==> config.mk <==
export PLATFORM = sky130hd
export DESIGN_NAME = fetch_ctrl
export DESIGN_NICKNAME = d
export VERILOG_FILES = /design/src/rtl/fetch_ctrl.sv
export SDC_FILE = /design/constraint.sdc
export NUM_CORES = 1
export LEC_CHECK = 0
export CAP_MARGIN = 10
export CORE_MARGIN = 1.5
export CORE_UTILIZATION = 33
export DETAILED_ROUTE_END_ITERATION = 7
export PLACE_DENSITY = 0.78
export SLEW_MARGIN = 30
export SYNTH_ARGS = -nofsm -noshare
export SYNTH_HDL_FRONTEND = slang
export SYNTH_SLANG_ARGS = --single-unit
==> constraint.sdc <==
create_clock -name clk -period 1.8 [get_ports clk]
set_input_delay 0.36 -clock clk [delete_from_list [all_inputs] [get_ports clk]]
set_output_delay 0.36 -clock clk [all_outputs]
set_load 0.05 [all_outputs]
==> src/rtl/fetch_ctrl.sv <==
//==============================================================================
// fetch_ctrl : instruction-fetch controller (PC stepping, imem read, holding).
// Optional macro FETCH_ALIGN_CHECK_EN enables misaligned-redirect detection.
// Revision: 1.0
//==============================================================================
`default_nettype none

module fetch_ctrl #(
    parameter int unsigned TIMEOUT = 255
) (
    input  logic        clk,
    input  logic        rst_n,
    input  logic [31:0] curr_pc_i,
    output logic [31:0] next_pc_o,
    output logic        pc_en_o,
    output logic        imem_req_o,
    output logic [31:0] imem_addr_o,
    input  logic        imem_rvalid_i,
    input  logic [31:0] imem_rdata_i,
    output logic [31:0] instr_o,
    output logic        instr_valid_o,
    input  logic        instr_ready_i,
    input  logic        redirect_i,
    input  logic [31:0] redirect_pc_i,
    output logic        fetch_err_o,
    output logic        misalign_err_o
);

    localparam int TW = (TIMEOUT > 1) ? $clog2(TIMEOUT + 1) : 1;
    localparam logic [TW-1:0] C_TIMEOUT = TW'(TIMEOUT);

    typedef enum logic [1:0] {
        S_IDLE  = 2'd0,
        S_FETCH = 2'd1,
        S_HOLD  = 2'd2,
        S_DRAIN = 2'd3
    } state_t;

    state_t          state_q, state_d;
    logic [31:0]     instr_q, instr_d;
    logic [TW-1:0]   timer_q, timer_d;
    logic            err_q, err_d;
    logic [31:0]     redir_target;

`ifdef FETCH_ALIGN_CHECK_EN
    logic misalign_q, misalign_d;

    assign redir_target = {redirect_pc_i[31:2], 2'b00};
    assign misalign_d   = misalign_q |
                          (redirect_i && (state_q != S_IDLE) && (|redirect_pc_i[1:0]));

    always_ff @(posedge clk or negedge rst_n) begin
        if (!rst_n) begin
            misalign_q <= 1'b0;
        end else begin
            misalign_q <= misalign_d;
        end
    end

    assign misalign_err_o = misalign_q;
`else
    assign redir_target   = redirect_pc_i;
    assign misalign_err_o = 1'b0;
`endif

    always_ff @(posedge clk or negedge rst_n) begin
        if (!rst_n) begin
            state_q <= S_IDLE;
            instr_q <= '0;
            timer_q <= '0;
            err_q   <= 1'b0;
        end else begin
            state_q <= state_d;
            instr_q <= instr_d;
            timer_q <= timer_d;
            err_q   <= err_d;
        end
    end

    always_comb begin
        state_d       = state_q;
        instr_d       = instr_q;
        next_pc_o     = '0;
        pc_en_o       = 1'b0;
        imem_req_o    = 1'b0;
        imem_addr_o   = '0;
        instr_valid_o = 1'b0;

        case (state_q)
            S_IDLE: begin
                state_d = S_FETCH;
            end
            S_FETCH: begin
                imem_req_o  = 1'b1;
                imem_addr_o = curr_pc_i;
                if (redirect_i) begin
                    pc_en_o   = 1'b1;
                    next_pc_o = redir_target;
                    // A response still in flight must be drained before refetching.
                    state_d   = imem_rvalid_i ? S_FETCH : S_DRAIN;
                end else if (imem_rvalid_i) begin
                    instr_d = imem_rdata_i;
                    state_d = S_HOLD;
                end
            end
            S_HOLD: begin
                instr_valid_o = 1'b1;
                if (redirect_i) begin
                    pc_en_o   = 1'b1;
                    next_pc_o = redir_target;
                    state_d   = S_FETCH;
                end else if (instr_ready_i) begin
                    pc_en_o   = 1'b1;
                    next_pc_o = curr_pc_i + 32'd4;
                    state_d   = S_FETCH;
                end
            end
            S_DRAIN: begin
                if (redirect_i) begin
                    pc_en_o   = 1'b1;
                    next_pc_o = redir_target;
                end
                if (imem_rvalid_i) begin
                    state_d = S_FETCH;
                end
            end
            default: begin
                state_d = S_IDLE;
            end
        endcase
    end

    // Watchdog: timer only runs while a FETCH request is outstanding.
    always_comb begin
        timer_d = timer_q;
        err_d   = err_q;
        if ((state_q != S_FETCH) || imem_rvalid_i) begin
            timer_d = '0;
        end else if (timer_q != C_TIMEOUT) begin
            timer_d = timer_q + TW'(1);
        end
        if ((TIMEOUT != 0) && (state_q == S_FETCH) && !imem_rvalid_i &&
            (timer_d == C_TIMEOUT)) begin
            err_d = 1'b1;
        end
    end

    assign instr_o     = instr_q;
    assign fetch_err_o = err_q;

endmodule

`default_nettype wire

==> impl_metrics.toml, run 1 <==
[worst_setup_path]
cp_data_arrival_time_ns = 1.95
sequence_of_cells_on_the_critical_path = "buf_2 > nand3_4 > nor4_4 > buf_6 > nand4_1 > xor2_2 > o21ai_4 > buf_12"
cell_class_contributing_the_biggest_share_of_worst_path_delay = "simple AND/OR/NAND/NOR gates"
cp_slowest_cell = "nor4_4"
kind_of_capture_point_of_the_worst_setup_path = "primary output"
criticalPathCategory = "input port to primary output"
path_max_fanout = 8
critPathRequiredTime_ns = 1.44
slowest_cell_delay_on_critical_path_ns = 0.34
path_buf_inv = 3
start_kind = "input port"

[final_layout]
finish.net_count = 711
post_route_cells_drive_above_1_share_pct = 64.20
most-common-layout-cells = "buf_4, buf_12, clkdlybuf4s50_1"
layout_commonest_cell = "buf_4"
area.growth.synth_to_final_pct = 151.8
layout.cell_area.non_filler_mm2 = 0.007667

[clock_network]
num_cts_buffers = 5
root_buffer = "clkbuf_8"
worst_skew_pair.late_latency_ns = 0.29
clk_transition_reported_paths_ns = 0.08
tritoncts = "built"
clock_tree.buffer_depth = 2
htree_levels = 2
cts-hold-fix-buffers = 0
clock-sinks = 43

[sta]
min_period_ns = 2.307
timing.final.max_slew_violations = 0
report.final.hold_viol_count = 0
number_of_setup_violations_in_the_final_report = 99
final_min_period_over_clock_period_pct = 128.1
maxClockFrequency_mhz = 433.5
setup_total_negative_slack_ns = -14.20
worst_slack_ns = -0.5066
fin_hold_ws_ns = 0.01672
clock_skew_ns = 0.004845
rsz0062_at_grt = "true"

[power_and_ir_drop]
overall_power_uw = 6681
power.density_mw_per_mm2 = 871.3
leakage_uw = 0.003318
max-vdd-ir-drop_uv = 597.7

[global_routing]
first_global_vias = 4314
grt.overflow.total = 0
grt_start_max_net_pins = 33
antenna_found_initial = 2
wire_length_of_the_first_global_routing_pass_um = 24720
groute.usage.overall_pct = 32.94

[die]
die_h_um = 99.07
floorplan.rows = 34
core_region_area_mm2 = 0.008848
ios = 202
die_width_um = 99.07
initial_core_util_pct = 34.42
die-area_mm2 = 0.009814

[yosys]
yosys.area_share.adder_pct = 0.8217
post_synth_cell_types = 44
synth_largest_area_cell = "dfrtp_1"
number_of_synthesized_flops_with_an_enable_pin = 0
synthesized_instance_count = 338
synth_warnings = 0
post_synth_xor_area_fraction_pct = 8.340
synth-seq-area-share_pct = 35.33
synth.area.top_cells = "dfrtp_1, mux2_2, and2_1, xor2_1, nand2_1"
netlist.area_leader.share_pct = 35.33
synthesis.area_per_instance_um2 = 9.010
synthMuxAreaShare_pct = 11.83
synth_compound_area_share_pct = 13.31
synth_top_family_by_area = "simple AND/OR/NAND/NOR gates"
syn-cell-area_mm2 = 0.003045
post_synth_simple_gate_area_pct = 26.42
synth_nets = 441
ys_dominant_reg_cell = "dfrtp_1"
postSynth.asyncResetShare_pct = 100.0
synth_seq_cells = 43

[route]
first_pass_iters = 5
drt_drc_violations_left = 0
post_drt_wl_per_cell_um = 26.37
drtAntennaViolNets = 0
dr.first_iter.drc_count = 309
num_vias = 4191
post_drt_via_cell_ratio = 5.829
totalWireLength_um = 18960

[placed_design]
place.gp.congestion = 0.8566
detailed_place_hpwl_um = 10280
numPortBuffers = 200
dpl_cell_area_mm2 = 0.006467

[run_status]
outcome = "finished with violations"
failed_checks = "setup timing"

[run]
drv.max_cap_violation_count = 0

[min_path]
hold_path_class = "input port to asynchronous set/reset pin"
==> final timing paths <==
check | start | end | slack [ns] | cells after the start
max in group asynchronous | rst_n | instr_o[22]$_DFFE_PN0P_ | 1.29 | 2
min in group clk | fetch_err_o$_DFFE_PN0P_ | fetch_err_o$_DFFE_PN0P_ | 0.50 | 1
worst max-delay path | curr_pc_i[13] | next_pc_o[18] | -0.51 | 8
worst max register to register | state_q[0]$_DFFE_PN0P_ | instr_o[17]$_DFFE_PN0P_ | -0.07 | 6
worst min-delay path | rst_n | instr_o[2]$_DFFE_PN0P_ | 0.02 | 1
worst min register to register | fetch_err_o$_DFFE_PN0P_ | fetch_err_o$_DFFE_PN0P_ | 0.50 | 1
==> sequential cells by signal (all words and copies together), names as in the netlist <==
register / cells
fetch_err_o: 1
instr_o: 32
state_q: 2
timer_q: 8
==> metrics by stage <==
stage | utilization (%) | cells | setup slack (ns)
2_1_floorplan | - | 338 | -0.1864
3_3_place_gp | 73.09 | 680 | -0.7592
3_5_place_dp | 73.09 | 680 | -0.8362
4_1_cts | 82.18 | 708 | -0.3442
5_1_grt | 86.65 | 719 | -0.5386
6_report | 86.65 | 719 | -0.5066
==> where the power goes <==
part	total (uW)	switching, uW	internal [uW]
Combinational	4420	2450	1970
Sequential	1380	163	1220
Clock	876	322	554
Total	6680	2930	3750
==> timing repair <==
item,in CTS,in global routing
setup buffers,12,9
endpoints found under the setup margin,65,100
gates cloned,8,3
pin swaps,65,40
resized for setup,220,80
==> per-layer routing <==
metal  up-vias  global-route usage [%]  wire, um  part of all wire, %
met5         -                       0         0                    0
met4         0                   15.28      1287                  6.8
met3        99                   11.77      2015                   11
met2       345                   57.35      9025                   48
met1      2025                   35.87      6630                   35
li1       1722                       -         -                    -
==> Yosys cell counts, types with 3 or more instances <==
| cell type | count |
|---|---|
| nand2_1 | 40 |
| a22oi_1 | 5 |
| nor2_1 | 16 |
| nor3_1 | 4 |
| a21oi_1 | 6 |
| a31oi_1 | 7 |
| buf_2 | 6 |
| nand4_1 | 7 |
| nor2b_1 | 5 |
| mux2_2 | 30 |
| nand3_1 | 16 |
| inv_1 | 4 |
| xnor2_1 | 9 |
| o21ai_1 | 7 |
| clkbuf_1 | 12 |
| and4_1 | 4 |
| and3_1 | 7 |
| o21ai_0 | 23 |
| a22o_1 | 3 |
| a32o_1 | 5 |
| dfrtp_1 | 43 |
| and2_1 | 31 |
| xor2_1 | 20 |
==> logic make-up (layout without fill, tap and decap cells) <==
group / count (synthesis) / after routing
fa+ha+maj: 2 / 2
other cells: 1 / 3
mux: 32 / 32
simple gates: 143 / 143
compound gates: 63 / 63
buf+inv: 25 / 296
flops: 43 / 43
xor+xnor: 29 / 29
==> cell type report <==
class,count,area [um2]
inverter,4,15.01
clock buffer,6,72.57
tap,108,135.1
sequential,43,1079
multi-input combinational,270,2826
timing repair buffer,284,3475
antenna,2,5.005
fill,336,1181
clock inverter,2,60.06
Note: power is estimated with default switching activity, not from simulation.
==> run 2, diff against run 1 <==
CORE_UTILIZATION = 25   (was 33)
GPL_ROUTABILITY_DRIVEN = 0   (was not set)
PLACE_DENSITY = not set   (was 0.78)
TNS_END_PERCENT = 10   (was not set)
==> run 2 against run 1 <==
  * The run still ends with setup timing left
  * Final area fell by 8.2%
  * Final cell count rose by 2.6%
  * Clock skew decreased by 0.0019 ns
  * Clock-buffer cell count is the same
  * Maximum frequency increased by 11%
  * Register-to-register slack improved by 0.15 ns
  * Largest power group unchanged
  * Highest routed layer unchanged
==> impl_metrics.toml, run 2 (same netlist as run 1, synthesis figures left out) <==
[run_status]
outcome = "finished with violations"
failed_checks = "setup timing"

[die]
ios = 202
die-area_mm2 = 0.01285
floorplan.rows = 40
die_width_um = 113.4
initial_core_util_pct = 25.46
die_h_um = 113.4
core_region_area_mm2 = 0.01196

[worst_setup_path]
path_buf_inv = 3
sequence_of_cells_on_the_critical_path = "buf_8 > nand4_4 > nor4_4 > buf_6 > nand4_1 > xor2_1 > o21ai_4 > buf_12"
slowest_cell_delay_on_critical_path_ns = 0.36
minimum_setup_slack_among_reg_to_reg_paths_ns = 0.08
criticalPathCategory = "input port to primary output"
path_max_fanout = 5
cp_data_arrival_time_ns = 1.71
start_kind = "input port"
cell_class_contributing_the_biggest_share_of_worst_path_delay = "simple AND/OR/NAND/NOR gates"
kind_of_capture_point_of_the_worst_setup_path = "primary output"
cp_slowest_cell = "nor4_4"
critPathRequiredTime_ns = 1.44

[final_layout]
largest_register_ffs = 32
most-common-layout-cells = "buf_4, buf_12, clkdlybuf4s50_1"
area.growth.synth_to_final_pct = 131.1
layout_commonest_cell = "buf_4"
post_route_cells_drive_above_1_share_pct = 56.35
num_antenna_cells = 0
finish.net_count = 693
layout.cell_area.non_filler_mm2 = 0.007038

[sta]
maxClockFrequency_mhz = 482.3
clock_skew_ns = 0.002979
rsz0062_at_grt = "true"
min_period_ns = 2.074
setup_total_negative_slack_ns = -6.013
timing.final.max_slew_violations = 0
final_min_period_over_clock_period_pct = 115.2
report.final.hold_viol_count = 0
number_of_setup_violations_in_the_final_report = 64
worst_slack_ns = -0.2735

[placed_design]
dpl_cell_area_mm2 = 0.006480
detailed_place_hpwl_um = 9447
numPortBuffers = 200

[clock_network]
root_buffer = "clkbuf_16"
clock-sinks = 43
tritoncts = "built"
num_cts_buffers = 5
clk_transition_reported_paths_ns = 0.06
htree_levels = 2
clock_tree.buffer_depth = 2
worst_skew_pair.late_latency_ns = 0.28

[global_routing]
grt.overflow.total = 0
wire_length_of_the_first_global_routing_pass_um = 18890
first_global_vias = 3755
antenna_found_initial = 0
grt_start_max_net_pins = 34
groute.usage.overall_pct = 18.37

[route]
dr.first_iter.drc_count = 94
post_drt_wl_per_cell_um = 16.08
totalWireLength_um = 11870
drt_drc_violations_left = 0
drtAntennaViolNets = 0
num_vias = 3528
post_drt_via_cell_ratio = 4.780
first_pass_iters = 4

[min_path]
hold_path_class = "input port to asynchronous set/reset pin"

[run]
drv.max_cap_violation_count = 0

[power_and_ir_drop]
leakage_uw = 0.003006
max-vdd-ir-drop_uv = 435.2
power.density_mw_per_mm2 = 897.0
==> run 2: changes by cell type in the layout (fill, tap and decap cells not counted), sizes merged <==
cell	delta
dlygate4sd2	-1
diode	-2
clkdlybuf4s15	-2
clkbuf	-1
buf	-14
==> run 2: per-layer routing <==
layer  up-vias  track usage, %  wire length (um)
met3         8           7.705              1388
met4         0           3.500               119
met2       161           32.57              5917
met1      1662           20.85              4443
li1       1697               -                 -
met5         -               0                 0
==> run 2: layout make-up <==
cell class	instances	area (um2)
clock buffers	6	128.9
clock inverters	2	60.06
flip-flops and latches	43	1079
multi-input cells	270	2397
repair buffers	266	3174
fillers	981	4923
inverters	4	15.01
well taps	147	183.9
==> run 2: final timing paths <==
kind,startpoint,endpoint,cells past startpoint
setup / recovery,curr_pc_i[7],next_pc_o[25],8
hold / removal,rst_n,instr_o[11]$_DFFE_PN0P_,1
setup reg to reg,timer_q[0]$_DFF_PN0_,fetch_err_o$_DFFE_PN0P_,6
hold reg to reg,instr_o[28]$_DFFE_PN0P_,instr_o[28]$_DFFE_PN0P_,1
max in group asynchronous,rst_n,instr_o[21]$_DFFE_PN0P_,2
min in group clk,instr_o[28]$_DFFE_PN0P_,instr_o[28]$_DFFE_PN0P_,1
==> run 2: repair_timing <==
item,in CTS,in global routing
setup buffers,5,5
hold buffers,0,0
resized for setup,158,39
cloned,3,0
setup endpoints to repair,65,65
pin swaps,65,23
==> run 2: power breakdown <==
group	internal, uW	total, uW	switching [uW]	leakage (uW)
Sequential	1220	1360	140	0.000522
Combinational	1620	3820	2190	0.00239
Clock	795	1130	340	0.0000911
Total	3640	6310	2670	0.00301
==> run 2: per-stage QoR <==
stage                     setup slack (ns)  hold slack, ns  std cells  util (%)  total power (uW)
after floorplan                    -0.1877         0.06441        338         -              3412
after global placement             -0.8062          0.3395        717     54.17              5059
after detailed placement           -0.8098          0.3447        717     54.17              5096
after CTS                          -0.3525         0.04674        733     58.05              6350
after global routing               -0.3720         0.06876        738     58.84              6591
final                              -0.2735         0.03010        738     58.84              6313
==> run 3, diff against run 2 <==
CTS_CLUSTER_SIZE = 14   (was not set)
==> results of run 3 <==
No change in the layout: final DEF, timing and power equal those of run 2.
